===== src/rtl/vram_dma.sv =====
// vram_dma: copies a byte block from CPU address space into VRAM, writing only
// while vblank_i is high. One source read and one VRAM write per cycle once the
// pipeline is full; a 2-entry FIFO absorbs the read that is in flight when
// vblank_i drops.
//
// Optional feature macro: VRAM_DMA_FILL_EN. When defined, adds fill_i and
// fill_data_i; a fill transfer writes the latched byte without any source reads.
//
// Ports:
//   cpu_clk, rst            clock, asynchronous active-high reset
//   start_i                 one-cycle start pulse (ignored unless idle)
//   src_addr_i, dst_addr_i  source / VRAM start addresses
//   len_i                   byte count (0 completes immediately)
//   vblank_i                VRAM write window
//   mem_ren_o, mem_address_o, mem_rdata_i   source read port (1-cycle latency)
//   vram_address_o, vram_wdata_o, vram_wen_o VRAM write port
//   busy_o, done_o          status; done_o is a one-cycle completion pulse
module vram_dma #(
    parameter int unsigned LEN_W = 11,
    parameter int unsigned SRC_W = 16
) (
    input  logic             cpu_clk,
    input  logic             rst,
    input  logic             start_i,
    input  logic [SRC_W-1:0] src_addr_i,
    input  logic [11:0]      dst_addr_i,
    input  logic [LEN_W-1:0] len_i,
    input  logic             vblank_i,
`ifdef VRAM_DMA_FILL_EN
    input  logic             fill_i,
    input  logic [7:0]       fill_data_i,
`endif
    output logic             mem_ren_o,
    output logic [SRC_W-1:0] mem_address_o,
    input  logic [7:0]       mem_rdata_i,
    output logic [11:0]      vram_address_o,
    output logic [7:0]       vram_wdata_o,
    output logic             vram_wen_o,
    output logic             busy_o,
    output logic             done_o
);

    typedef enum logic [1:0] {StIdle, StRun, StDone} state_t;

    state_t           state, state_next;
    logic [SRC_W-1:0] src_ptr;
    logic [11:0]      dst_ptr;
    logic [LEN_W-1:0] rd_left, wr_left;
    logic             rd_inflight;
    logic [7:0]       fifo_mem [2];
    logic             fifo_wr_ptr, fifo_rd_ptr;
    logic [1:0]       fifo_count;
    logic [2:0]       occupancy;
    logic             fill_mode;
    logic             push, pop, launch;

`ifdef VRAM_DMA_FILL_EN
    logic       fill_r;
    logic [7:0] fill_byte;

    always_ff @(posedge cpu_clk or posedge rst) begin
        if (rst) begin
            fill_r    <= 1'b0;
            fill_byte <= 8'h00;
        end else if (launch) begin
            fill_r    <= fill_i;
            fill_byte <= fill_data_i;
        end
    end

    assign fill_mode    = fill_r;
    assign vram_wdata_o = fill_r ? fill_byte : fifo_mem[fifo_rd_ptr];
`else
    assign fill_mode    = 1'b0;
    assign vram_wdata_o = fifo_mem[fifo_rd_ptr];
`endif

    assign launch         = (state == StIdle) && start_i;
    assign mem_address_o  = src_ptr;
    assign vram_address_o = dst_ptr;
    // Data returns the cycle after the read strobe and is queued unconditionally.
    assign push           = rd_inflight;
    assign pop            = vram_wen_o && !fill_mode;

    always_comb begin
        state_next = state;
        mem_ren_o  = 1'b0;
        vram_wen_o = 1'b0;
        busy_o     = 1'b0;
        done_o     = 1'b0;
        // Bytes that will occupy the FIFO next cycle if no read is issued now.
        occupancy  = {1'b0, fifo_count} + {2'b00, rd_inflight};
        unique case (state)
            StIdle: begin
                if (start_i) begin
                    state_next = (len_i == '0) ? StDone : StRun;
                end
            end
            StRun: begin
                busy_o     = 1'b1;
                vram_wen_o = vblank_i && (fill_mode || (fifo_count != 2'd0));
                occupancy  = occupancy - {2'b00, vram_wen_o};
                mem_ren_o  = !fill_mode && vblank_i && (rd_left != '0) && (occupancy < 3'd2);
                if (vram_wen_o && (wr_left == LEN_W'(1))) begin
                    state_next = StDone;
                end
            end
            StDone: begin
                busy_o     = 1'b1;
                done_o     = 1'b1;
                state_next = StIdle;
            end
            default: state_next = StIdle;
        endcase
    end

    always_ff @(posedge cpu_clk or posedge rst) begin
        if (rst) begin
            state       <= StIdle;
            src_ptr     <= '0;
            dst_ptr     <= '0;
            rd_left     <= '0;
            wr_left     <= '0;
            rd_inflight <= 1'b0;
        end else begin
            state       <= state_next;
            rd_inflight <= mem_ren_o;
            if (launch) begin
                src_ptr <= src_addr_i;
                dst_ptr <= dst_addr_i;
                rd_left <= len_i;
                wr_left <= len_i;
            end else begin
                if (mem_ren_o) begin
                    src_ptr <= src_ptr + SRC_W'(1);
                    rd_left <= rd_left - LEN_W'(1);
                end
                if (vram_wen_o) begin
                    dst_ptr <= dst_ptr + 12'd1;
                    wr_left <= wr_left - LEN_W'(1);
                end
            end
        end
    end

    always_ff @(posedge cpu_clk or posedge rst) begin
        if (rst) begin
            fifo_mem[0] <= 8'h00;
            fifo_mem[1] <= 8'h00;
            fifo_wr_ptr <= 1'b0;
            fifo_rd_ptr <= 1'b0;
            fifo_count  <= 2'd0;
        end else begin
            if (push) begin
                fifo_mem[fifo_wr_ptr] <= mem_rdata_i;
                fifo_wr_ptr           <= ~fifo_wr_ptr;
            end
            if (pop) begin
                fifo_rd_ptr <= ~fifo_rd_ptr;
            end
            case ({push, pop})
                2'b10:   fifo_count <= fifo_count + 2'd1;
                2'b01:   fifo_count <= fifo_count - 2'd1;
                default: fifo_count <= fifo_count;
            endcase
        end
    end

endmodule


===== config.mk =====
export PLATFORM = sky130hd
export DESIGN_NAME = vram_dma
export DESIGN_NICKNAME = d
export VERILOG_FILES = /design/src/rtl/vram_dma.sv
export SDC_FILE = /design/constraint.sdc
export NUM_CORES = 1
export LEC_CHECK = 0
export CAP_MARGIN = 20
export CELL_PAD_IN_SITES_DETAIL_PLACEMENT = 1
export CELL_PAD_IN_SITES_GLOBAL_PLACEMENT = 1
export CORE_MARGIN = 2
export CORE_UTILIZATION = 43
export CTS_CLUSTER_DIAMETER = 100
export CTS_CLUSTER_SIZE = 10
export DETAILED_ROUTE_END_ITERATION = 16
export DONT_BUFFER_PORTS = 1
export PLACE_DENSITY = 0.82
export RECOVER_POWER = 50
export SLEW_MARGIN = 20
export SYNTH_ARGS = -nofsm -noshare
export SYNTH_HDL_FRONTEND = slang
export SYNTH_SLANG_ARGS = --single-unit

===== constraint.sdc =====
create_clock -name cpu_clk -period 3.85 [get_ports cpu_clk]
set_clock_uncertainty 0.1 [all_clocks]
set_input_delay 0.77 -clock cpu_clk [delete_from_list [all_inputs] [get_ports cpu_clk]]
set_output_delay 0.77 -clock cpu_clk [all_outputs]
set_load 0.02 [all_outputs]

* Yosys cells after proc, flatten, opt, wreduce, memory -nomap -nowiden *
Cells that the tools add are included.

word-level totals
  latch bits = 0
  word-level logic and storage cells = 72
  register bits after elaboration = 73
  bits in read-only memories = 0
  output and inout bits = 40
  memories kept = 0
  bits in writable memories = 0

operators by class
  equality and inequality tests = 7
  $mul = 0
  bitwise logic cells = 4
  $add $sub $neg = 8
  multiplexer cells = 23
  divide/modulo/power cells = 0
  $lt $le $gt $ge = 4
  shifts and indexed selects = 0
  reductions and logical operators = 15

operator list
  kind                                                       number
  2-to-1 mux 11 bit                                          4
  2-to-1 mux 16 bit                                          2
  2-to-1 mux 8 bit                                           4
  2-to-1 mux 12 bit                                          2
  subtractor 11 x 1 -> 11 bit (second input constant)        2
  adder 16 x 1 -> 16 bit (second input constant)             1
  bitwise mux 16 bit                                         1
  adder 12 x 1 -> 12 bit (second input constant)             1
  == test 11 x 1 -> 1 bit (second input constant)            1
  zero test 11 bit                                           1
  nonzero test 11 bit                                        1
  demux 8 bit (select 1 bit)                                 1
  case mux 2 bit (2 select lines)                            2
  nonzero test 2 bit                                         4
  logical AND 1 bit                                          6
  2-to-1 mux 2 bit                                           3
  == test 2 x 1 -> 1 bit (second input constant)             2
  == test 2 bit (second input constant)                      2
  greater-or-equal comparator 2 bit (second input constant)  2
  2-to-1 mux 1 bit                                           4
  != test 2 bit (second input constant)                      2
  NOT 1 -> 2 bit                                             2
  adder 2 x 1 -> 3 bit                                       1
  < comparator 3 x 2 -> 1 bit (second input constant)        1
  other kinds (8)                                            9

* Logic depth before layout (Yosys ltp) *
  depth after elaboration = 8
  mapped depth = 12
  depth with buffers taken out = 9

* Worst setup path after synthesis *
No wires, ideal clock.

  kind = input to output
  from = input vblank_i
  to = output mem_ren_o
  cell stages on the path = 10
  data required time = 2.980 ns
  path buffers = 2
  arrival time = 2.841 ns
  setup slack = 0.139 ns
  path through = o21ai_0 -> inv_1 -> ha_1 -> nand2b_1 -> fa_1 -> and3_1 -> clkbuf_1 -> nand2_1 -> clkbuf_1 -> nor2_1

on the way
  longest elaborated chain between the ends = 5
  elaborated cells between the ends (all ways) = 6

ends and longest elaborated chain
  what                         RTL line  RTL
  from (decl)                  28        input logic vblank_i,
  logical AND 1 bit            101       vram_wen_o = vblank_i && (fill_mode || (fifo_count != 2'd0));
  subtractor 3 x 1 -> 3 bit    102       occupancy = occupancy - {2'b00, vram_wen_o};
  < comparator 3 x 2 -> 1 bit  103       mem_ren_o = !fill_mode && vblank_i && (rd_left != '0) && (occupancy < 3'd2);
  logical AND 1 bit (*)        103
  2-to-1 mux 1 bit (*)         93        unique case (state)
  to (decl)                    33        output logic mem_ren_o,

Mark *: on every way between the ends. The rest lies on a longest branch, timed or not.

* Worst setup path in the final report *
  from = register fifo_count[1]
  to = output mem_ren_o

on the way
  longest elaborated chain between the ends = 6
  elaborated cells between the ends (all ways) = 7

ends and longest elaborated chain
  what                                                                          RTL line  RTL
  from (decl)                                                                   52        logic [1:0] fifo_count;
  from (signal assigned)                                                        162       2'b10: fifo_count <= fifo_count + 2'd1;
  from (signal assigned)                                                        163       2'b01: fifo_count <= fifo_count - 2'd1;
  from (signal assigned)                                                        164       default: fifo_count <= fifo_count;
  parallel branches: the longest is 2 deep, another holds adder 2 x 1 -> 3 bit  -
  subtractor 3 x 1 -> 3 bit (*)                                                 102
  < comparator 3 x 2 -> 1 bit (*)                                               103
  logical AND 1 bit (*)                                                         103
  2-to-1 mux 1 bit (*)                                                          93

Every way passes the cells marked *.

==> flow_metrics.env <==
export IMPL_cp_slowest_cell="dfrtp_1"
export IMPL_cts_buffer_depth=2
export IMPL_reg2reg_setup_slack_ns=0.65
export IMPL_start_util_pct=44.1
export IMPL_peakVddDrop_uv=297
export IMPL_grt_max_degree=63
export IMPL_fin_ws_ns=0.267
export IMPL_p_per_area_mw_per_mm2=845
export IMPL_cts_tree="done"
export IMPL_drv_cap=1
export IMPL_maxSlewViolCount=29
export IMPL_pre_cts_slack_ns=0.379
export IMPL_drive_gt1_share_pct=13.1
export IMPL_antenna_found_initial=0
export IMPL_grt_setup_unrepaired="no"
export IMPL_r2r_cells=9
export IMPL_syn_nets=484
export IMPL_cts_sinks=73
export IMPL_critPathKind="flip-flop to output pin"
export IMPL_finalCritPeriodShare_pct=93.1
export IMPL_postCtsSetupBuffers=0
export IMPL_area_growth_pct=7.55
export IMPL_grt_ovfl_total=0
export IMPL_hold_violations=0
export IMPL_dieArea_sq_mm=0.0103
export IMPL_drtPass1Iterations=4
export IMPL_post_route_util_pct=47.5
export IMPL_dpl_hpwl_mm=7.80
export IMPL_yosys_top_cells_area="dfrtp_1 45%, mux2_2 6.6%, a31oi_1 3.7%"
export IMPL_max_stage_delay_ns=0.51
export IMPL_via_per_inst=6.04
export IMPL_h_tree_depth=3
export IMPL_hold_path_class="primary input to asynchronous set/reset pin"
export IMPL_core_area_sq_mm=0.00924
export IMPL_status="complete, but fails checks"
export IMPL_routed_wl_mm=10.8
export IMPL_cp_end_kind="output pin"
export IMPL_die_w_um=101
export IMPL_dr_total_vias=3322
export IMPL_cp_max_fo=8
export IMPL_violations="max-capacitance violations, max-slew violations"
export IMPL_drt_iter0_markers=115
export IMPL_routedWlPerCell_um=19.6
export IMPL_cts_resized=0
export IMPL_synthFlopType="dfrtp_1"
export IMPL_yosysWarnings=0
export IMPL_start_kind="flip-flop"
export IMPL_syn_area_sq_mm=0.00408
export IMPL_synth_area_leader_cell="dfrtp_1"
export IMPL_min_period_ns=3.58
export IMPL_insertion_delay_ns=0.35
export IMPL_r2r_end="mem_address_o[12]"
export IMPL_yosysUniqueCellTypes=47
export IMPL_cts_buffers=9
export IMPL_drc=0
export IMPL_tns_ns=0
export IMPL_avgSynthCellArea_sq_um=9.69
export IMPL_synth_edff_count=0
export IMPL_async_flop_share_pct=100
export IMPL_setup_viol=0
export IMPL_p_leak_uw=0.00166
export IMPL_max_slew_margin_pct=-3.36
export IMPL_fillers=1059
export IMPL_die_height_um=101
export IMPL_grt_usage_pct=21.8
export IMPL_fp_row_count=35
export IMPL_reg2reg_from="fifo_count[1]"
export IMPL_syn_instance_count=421
export IMPL_yosysMostFrequentCell="dfrtp_1"
export IMPL_first_global_vias=3492
export IMPL_synth_seq_area_share_pct=44.8
export IMPL_grt_pass1_wl_mm=17.5
export IMPL_tightestPinTransition_ns=1.55
export IMPL_drtAntennaViolNets=0
export IMPL_cts_clk_slew_worst_paths_ns=0.09
export IMPL_synth_top_area_share_pct=44.8
export IMPL_fmax_mhz=279
export IMPL_cts_root_buffer="clkbuf_8"
export IMPL_io_buffers=0
export IMPL_finalInstanceArea_sq_mm=0.00439
export IMPL_io_pins=91
export IMPL_fin_nets=479
export IMPL_n_antenna_cell=0
export IMPL_cp_data_arrival_time_ns=2.71
export IMPL_gp_congestion=0.805
export IMPL_yosys_top_cells_count="73 x dfrtp_1, 36 x nor2_1, 27 x nand2_1"
export IMPL_cts_hold_buffers_added=0
export IMPL_postPlaceCellArea_sq_mm=0.00420
export IMPL_critical_path_required_ns=2.98
export IMPL_synth_seq_cells=73
export IMPL_worstPathCellList="o21ai_1 -> inv_1 -> ha_1 -> nand2b_1 -> fa_1 -> and3_2 -> nand2_1 -> nor2_1 -> buf_4"
export IMPL_power_uw=3700
[worst max-delay path, delay by kind of cell (launching register included)]
family	cells	cell delay [ns]
simple gates	4	0.63
compound gates	1	0.22
flops	1	0.51
fa+ha+maj	2	0.76
buf+inv	2	0.24
[cell families (layout without fill, tap and decap cells)]
kind of cell | count (synthesis) | after routing | synth area share (%)
mux | 24 | 24 | 6.63
simple gates | 161 | 161 | 22.1
fa+ha+maj | 12 | 12 | 3.87
xor+xnor | 27 | 27 | 5.80
buf+inv | 40 | 40 | 3.71
compound gates | 84 | 84 | 13.1
flops | 73 | 73 | 44.8
[metrics by stage]
step                instances  hold slack (ns)
global route              550            0.416
CTS                       550            0.201
global placement          534            0.368
detailed placement        534            0.380
floorplan                 421            0.354
finish                    550            0.337
[state kept, by name (all words and copies together), names as in the netlist]
register,cells
push,1
fifo_rd_ptr,1
wr_left,11
fifo_mem,16
fifo_count,2
vram_address_o,12
state,2
fifo_wr_ptr,1
rd_left,11
mem_address_o,16
[layout make-up]
type                       count  area, sq um  area share, %
clock buffer                   9          124           2.82
multi-input combinational    308         2110           48.1
tap                          129          161           3.68
inverter                      18         67.6           1.54
timing repair buffer           6         37.5          0.856
sequential                    73         1830           41.6
clock inverter                 7         58.8           1.34
[worst max-delay path by stage]
stage / startpoint / endpoint / slack, ns / cells past startpoint
after floorplan: vblank_i / mem_ren_o / 0.14 / 10
final: fifo_count[1] / mem_ren_o / 0.27 / 9
after detailed placement: vblank_i / mem_ren_o / 0.38 / 9
after global placement: vblank_i / mem_address_o[12] / 0.50 / 9
after global routing: fifo_count[1] / mem_ren_o / 0.05 / 9
after CTS: fifo_count[1] / mem_ren_o / 0.10 / 9
[power by group]
group | internal, uW | switching [uW]
Sequential | 1140 | 631
Clock | 244 | 322
Combinational | 583 | 786
[layout by cell type (no fill, tap or decap), types with 2 or more instances in the layout]
master	netlist	final
dfrtp_1	73	73
nor2_1	36	36
nand2_1	27	26
a31oi_1	24	24
mux2_2	24	24
o21ai_0	20	19
or4_1	18	18
inv_1	17	17
nand3_1	17	17
xnor2_1	17	17
a21oi_1	12	12
o31ai_1	12	12
ha_1	11	11
xor2_1	10	10
nand4_1	10	10
clkbuf_8	0	9
nor3_1	8	8
nor4_1	8	8
and4_1	7	7
or3_1	7	7
nand2b_1	5	5
and3_1	5	4
o211ai_1	4	4
inv_6	0	4
buf_4	0	4
o41ai_1	2	2
or4_4	2	2
a311oi_1	2	2
nand4b_1	2	2
clkinvlp_4	0	2
clkbuf_1	20	2
[per-layer routing]
metal | track usage [%] | up-vias | wire, um
met4 | 8.00 | 0 | 202
met2 | 37.0 | 81 | 5380
met1 | 26.8 | 1676 | 4570
li1 | - | 1548 | -
met3 | 5.38 | 17 | 594
met5 | 0 | - | 0
Power figures use the tool's default switching activity.
